File: config.mk
export PLATFORM = sky130hd
export DESIGN_NAME = team_03_wb_master
export DESIGN_NICKNAME = d
export VERILOG_FILES = /design/src/rtl/team_03_wbm_pkg.sv /design/src/rtl/team_03_wb_master.sv
export SDC_FILE = /design/constraint.sdc
export NUM_CORES = 1
export LEC_CHECK = 0
export CORE_MARGIN = 1.5
export CORE_UTILIZATION = 30
export CTS_CLUSTER_SIZE = 20
export DETAILED_ROUTE_END_ITERATION = 12
export GPL_ROUTABILITY_DRIVEN = 1
export SLEW_MARGIN = 25
export SYNTH_ARGS = -nofsm -noshare
export SYNTH_HDL_FRONTEND = slang
export SYNTH_SLANG_ARGS = --single-unit
File: constraint.sdc
create_clock -name clk_i -period 1.8 [get_ports clk_i]
set_input_delay 0.36 -clock clk_i [delete_from_list [all_inputs] [get_ports clk_i]]
set_output_delay 0.36 -clock clk_i [all_outputs]
set_load 0.02 [all_outputs]
File: src/rtl/team_03_wbm_pkg.sv
// rtl/team_03_wbm_pkg.sv - shared types and helpers for the team_03 Wishbone master engine
//
// Purpose : state encoding, default timeout and the request record used by
//           requesters that feed team_03_wb_master.
// Contents: wbm_state_t, WBM_DEFAULT_TIMEOUT, wbm_req_t, wbm_align_addr, wbm_eff_sel

package team_03_wbm_pkg;

    typedef enum logic [1:0] {
        WBM_IDLE,
        WBM_BUS,
        WBM_RESP
    } wbm_state_t;

    localparam int unsigned WBM_DEFAULT_TIMEOUT = 255;

    typedef struct packed {
        logic        we;
        logic [31:0] addr;
        logic [31:0] wdata;
        logic [3:0]  sel;
    } wbm_req_t;

    // Wishbone addresses are word addresses on this port; byte offset is dropped.
    function automatic logic [31:0] wbm_align_addr(input logic [29:0] word_addr);
        return {word_addr, 2'b00};
    endfunction

    // An empty byte-lane mask means "whole word".
    function automatic logic [3:0] wbm_eff_sel(input logic [3:0] sel);
        return (sel == 4'h0) ? 4'hF : sel;
    endfunction

endpackage

File: src/rtl/team_03_wb_master.sv
// rtl/team_03_wb_master.sv - single-beat Wishbone classic master engine
//
// Purpose : converts one internal read/write request at a time into a
//           Wishbone classic cycle and returns read data or a timeout error.
// Ports   : clk_i, rst_i (sync, active-high)
//           request  : req_valid/req_ready, req_we, req_addr, req_wdata, req_sel
//           response : rsp_valid/rsp_ready, rsp_rdata, rsp_err
//           status   : busy
//           Wishbone : ADR_O, DAT_O, SEL_O, WE_O, STB_O, CYC_O, DAT_I, ACK_I
// Param   : TIMEOUT_CYCLES - STB cycles to wait for ACK_I before abort, 0 = never

module team_03_wb_master
    import team_03_wbm_pkg::*;
#(
    parameter int unsigned TIMEOUT_CYCLES = WBM_DEFAULT_TIMEOUT
) (
    input  logic        clk_i,
    input  logic        rst_i,

    input  logic        req_valid,
    output logic        req_ready,
    input  logic        req_we,
    input  logic [31:0] req_addr,
    input  logic [31:0] req_wdata,
    input  logic [3:0]  req_sel,

    output logic        rsp_valid,
    input  logic        rsp_ready,
    output logic [31:0] rsp_rdata,
    output logic        rsp_err,

    output logic        busy,

    output logic [31:0] ADR_O,
    output logic [31:0] DAT_O,
    output logic [3:0]  SEL_O,
    output logic        WE_O,
    output logic        STB_O,
    output logic        CYC_O,
    input  logic [31:0] DAT_I,
    input  logic        ACK_I
);

    // A zero timeout still needs a one-bit timer so the design elaborates.
    localparam int TW = (TIMEOUT_CYCLES == 0) ? 1 : $clog2(TIMEOUT_CYCLES + 1);
    localparam logic [TW-1:0] TIMER_MAX  = '1;
    localparam logic [TW-1:0] TIMER_LAST = (TIMEOUT_CYCLES == 0) ? '0
                                         : TW'(TIMEOUT_CYCLES - 1);

    wbm_state_t    state;
    logic [TW-1:0] timer;
    wbm_req_t      req;
    logic          timeout_hit;

    assign req = '{we: req_we, addr: req_addr, wdata: req_wdata, sel: req_sel};

    // Byte offset bits never reach the bus.
    logic unused_addr_lsb;
    assign unused_addr_lsb = &{1'b0, req.addr[1:0]};

    assign req_ready = (state == WBM_IDLE);
    assign busy      = (state != WBM_IDLE);

    // Last permitted STB cycle without an ACK; ACK in that same cycle still wins.
    assign timeout_hit = (TIMEOUT_CYCLES != 0) && (timer == TIMER_LAST);

    always_ff @(posedge clk_i) begin
        if (rst_i) begin
            state     <= WBM_IDLE;
            timer     <= '0;
            ADR_O     <= '0;
            DAT_O     <= '0;
            SEL_O     <= '0;
            WE_O      <= 1'b0;
            STB_O     <= 1'b0;
            CYC_O     <= 1'b0;
            rsp_valid <= 1'b0;
            rsp_err   <= 1'b0;
            rsp_rdata <= '0;
        end else begin
            case (state)
                WBM_IDLE: begin
                    if (req_valid) begin
                        ADR_O <= wbm_align_addr(req.addr[31:2]);
                        DAT_O <= req.wdata;
                        SEL_O <= wbm_eff_sel(req.sel);
                        WE_O  <= req.we;
                        CYC_O <= 1'b1;
                        STB_O <= 1'b1;
                        timer <= '0;
                        state <= WBM_BUS;
                    end
                end

                WBM_BUS: begin
                    if (ACK_I) begin
                        CYC_O     <= 1'b0;
                        STB_O     <= 1'b0;
                        rsp_rdata <= WE_O ? 32'h0 : DAT_I;
                        rsp_err   <= 1'b0;
                        rsp_valid <= 1'b1;
                        state     <= WBM_RESP;
                    end else if (timeout_hit) begin
                        CYC_O     <= 1'b0;
                        STB_O     <= 1'b0;
                        rsp_rdata <= 32'h0;
                        rsp_err   <= 1'b1;
                        rsp_valid <= 1'b1;
                        state     <= WBM_RESP;
                    end else if (timer != TIMER_MAX) begin
                        // Saturates so a disabled timeout cannot wrap into a false hit.
                        timer <= timer + 1'b1;
                    end
                end

                WBM_RESP: begin
                    if (rsp_ready) begin
                        rsp_valid <= 1'b0;
                        state     <= WBM_IDLE;
                    end
                end

                default: begin
                    state <= WBM_IDLE;
                end
            endcase
        end
    end

endmodule

==> summary.txt <==
Status -> complete, no violations
IO Count -> 213
Max FO, Critical Path -> 2
Crit end category -> output pin
Synthesis Warnings -> 0
Final-report hold violation count -> 0
Power Density -> 862.0 nW/um^2
ANT cells -> 0
Crit-path slowest cell -> clkdlybuf4s50_1
Unique masters post-synth -> 34
Routability cong. -> 0.7485
Pre-Repair DR Iteration Count -> 4
GRT Util Overall -> 16.66%
Drt wl/cell -> 14.04 um
Gate power share -> 19.0%
Critical path buffer and inverter count -> 1
Initial DRC count -> 189
Cell count after synthesis -> 448
Root buffer cell -> clkbuf_16
Net Sw Frac -> 26.50%
Number of CTS-inserted buffers -> 9
Post-synthesis sequential area ratio -> 56.14%
H-tree depth -> 3
DRC violations left -> 0
Lkg Pwr -> 0.002460 uW
Hold Crit Class -> in -> reg
Async set-reset flop share out of synthesis -> 0%
Cells along the critical path -> clkdlybuf4s50_1
Synthesized area per cell -> 8.915 um^2
Final period demand of the worst path -> 1711 ps
Total Wirelength -> 11.65 mm
Antenna violations before repair -> 0
Crit start category -> register
Seq pwr share -> 47.4%
Slew Viols, Final -> 0
Fin worst setup slack -> 89.45 ps
Final setup vio count -> 0
Worst vdd ir -> 0.5284 mV
GRT overflow -> 0
Sw power -> 1499 uW
Die W -> 118.4 um
Number of global-route vias before repair -> 3648
Placed cell areas -> 6282 um^2
Pwr Total -> 5658 uW
CP max stage delay -> 630 ps
Std cell rows -> 41
Critical path start-end classification -> reg -> out
Port bufs -> 208
WP data arrival -> 1350 ps
Via count -> 3793
DP HPWL -> 8.372 mm
Setup WS pre-CTS -> -33.47 ps
Final Net Count -> 761
Clk buf depth -> 2
Post-Syn Area -> 3994 um^2
Post-route ant nets -> 0
Die ar. -> 14010 um^2
FMAX -> 584.6 MHz
Layout cell share with drive strength beyond 1 -> 6.839%
RSZ-0062 raised after global routing -> no
Hold slack -> 369.3 ps
Period Utilization, post-route -> 95.03%
Fillers -> 1220
Vias per Instance -> 4.570
Internal power -> 4159 uW
CTS tree -> built
Crit-path leading delay family -> buffers and inverters
Yosys reg bits -> 112
Clk pin slew, worst setup/hold paths -> 70 ps
Primary FF master, synth -> dfxtp_1
Post-synth EDFFs -> 0
Starting Density -> 31.14%
Final Util -> 51.18%
Core Area -> 12820 um^2
Clk sinks -> 112
Syn-to-layout area delta -> 64.35%
Clock share of power -> 33.5%
Largest net degree at the start of global routing -> 67
First-pass GRT wire length -> 18.80 mm
Cell area after layout -> 6564 um^2
Worst EP required -> 1440 ps
Worst clock skew -> 5.884 ps
Skew-Pair Late Insertion Delay -> 350 ps
Die H -> 118.4 um
Max cap viols -> 0
==> synthesized netlist by cell type, types with 4 or more instances <==
| master | instances | area (um^2) |
|---|---|---|
| o21ai_0 | 5 | 25.02 |
| a21oi_1 | 73 | 365.4 |
| dfxtp_1 | 112 | 2242 |
| buf_2 | 9 | 45.04 |
| a31oi_1 | 4 | 25.02 |
| nor2_1 | 17 | 63.81 |
| nand2_1 | 134 | 503.0 |
| nand3_1 | 6 | 30.03 |
| a22o_1 | 32 | 280.3 |
| clkbuf_1 | 12 | 45.04 |
| buf_4 | 8 | 60.06 |
| buf_6 | 4 | 45.04 |
| nor3_1 | 4 | 20.02 |
==> cell type report <==
type | instances | area (um^2) | share of cell area [%]
tap | 172 | 215.2 | 3.279
timing repair buffer | 226 | 2260 | 34.43
clock inverter | 6 | 42.54 | 0.6481
inverter | 3 | 11.26 | 0.1716
clock buffer | 10 | 239.0 | 3.641
sequential | 112 | 2242 | 34.16
multi-input combinational | 301 | 1554 | 23.68
==> through the flow <==
| step | setup TNS (ps) | instances |
|---|---|---|
| finish | 0 | 830 |
| global route | 0 | 830 |
| CTS | 0 | 830 |
| detailed placement | -382.8 | 814 |
| global placement | -0.03675 | 814 |
| floorplan | 0 | 449 |
==> power groups by stage <==
stage          registers (uW)  logic [uW]  clock network [uW]
3_3_place_gp             2730        1080                   0
5_1_grt                  2700        1160                2060
2_1_floorplan            2900         322                   0
6_report                 2680        1080                1900
4_1_cts                  2690        1090                1990
3_5_place_dp             2740        1090                   0
==> cells in the final DEF (no fill, tap or decap), types with 2 or more instances in the layout <==
| master | count |
|---|---|
| a21oi_1 | 73 |
| a21oi_2 | 2 |
| a22o_1 | 32 |
| a31oi_1 | 4 |
| and3_1 | 2 |
| buf_12 | 4 |
| buf_4 | 14 |
| clkbuf_16 | 9 |
| clkdlybuf4s50_1 | 205 |
| clkinv_2 | 2 |
| clkinvlp_4 | 2 |
| conb_1 | 2 |
| dfxtp_1 | 112 |
| dlygate4sd2_1 | 2 |
| ha_1 | 2 |
| inv_1 | 3 |
| nand2_1 | 133 |
| nand2b_1 | 2 |
| nand3_1 | 6 |
| nor2_1 | 16 |
| nor3_1 | 4 |
| nor3b_4 | 2 |
| o21ai_0 | 5 |
==> kinds of logic after synthesis <==
family | Yosys count | share of synthesized area (%)
buffers and inverters | 36 | 5.169
other | 1 | 0.09389
DFF | 112 | 56.14
adders and majority gates | 2 | 0.6265
and+or+nand+nor | 173 | 18.39
AOI/OAI and AO/OA | 124 | 19.58
==> state kept, by name, summed over array words and instances, names as in the netlist <==
| name | count |
|---|---|
| DAT_O | 32 |
| SEL_O | 4 |
| rsp_rdata | 32 |
| rsp_valid | 1 |
| WE_O | 1 |
| state | 2 |
| timer | 8 |
| ADR_O | 30 |
| CYC_O | 1 |
| rsp_err | 1 |
==> final timing paths <==
kind / startpoint / endpoint / slack (ps) / cells after the start
worst max-delay path: ADR_O[10]$_SDFFE_PP0P_ / ADR_O[10] / 90 / 1
worst min-delay path: rst_i / timer[2]$_SDFFE_PP0P_ / 370 / 4
worst max register to register: timer[0]$_SDFFE_PP0P_ / timer[4]$_SDFFE_PP0P_ / 200 / 6
worst min register to register: ADR_O[29]$_SDFFE_PP0P_ / ADR_O[29]$_SDFFE_PP0P_ / 450 / 2
==> layer usage <==
metal	global-route usage (%)	routed length (um)
met1	19.96	5128
met2	26.53	5081
met3	8.929	1357
met4	3.389	85
met5	0	0
==> repair_timing <==
action                     4_1_cts  5_1_grt
setup endpoints to repair        2        0
gates resized for setup          3        0
hold buffers                     0        0
buffers inserted                 0        0
(Power assumes the default switching activity.)
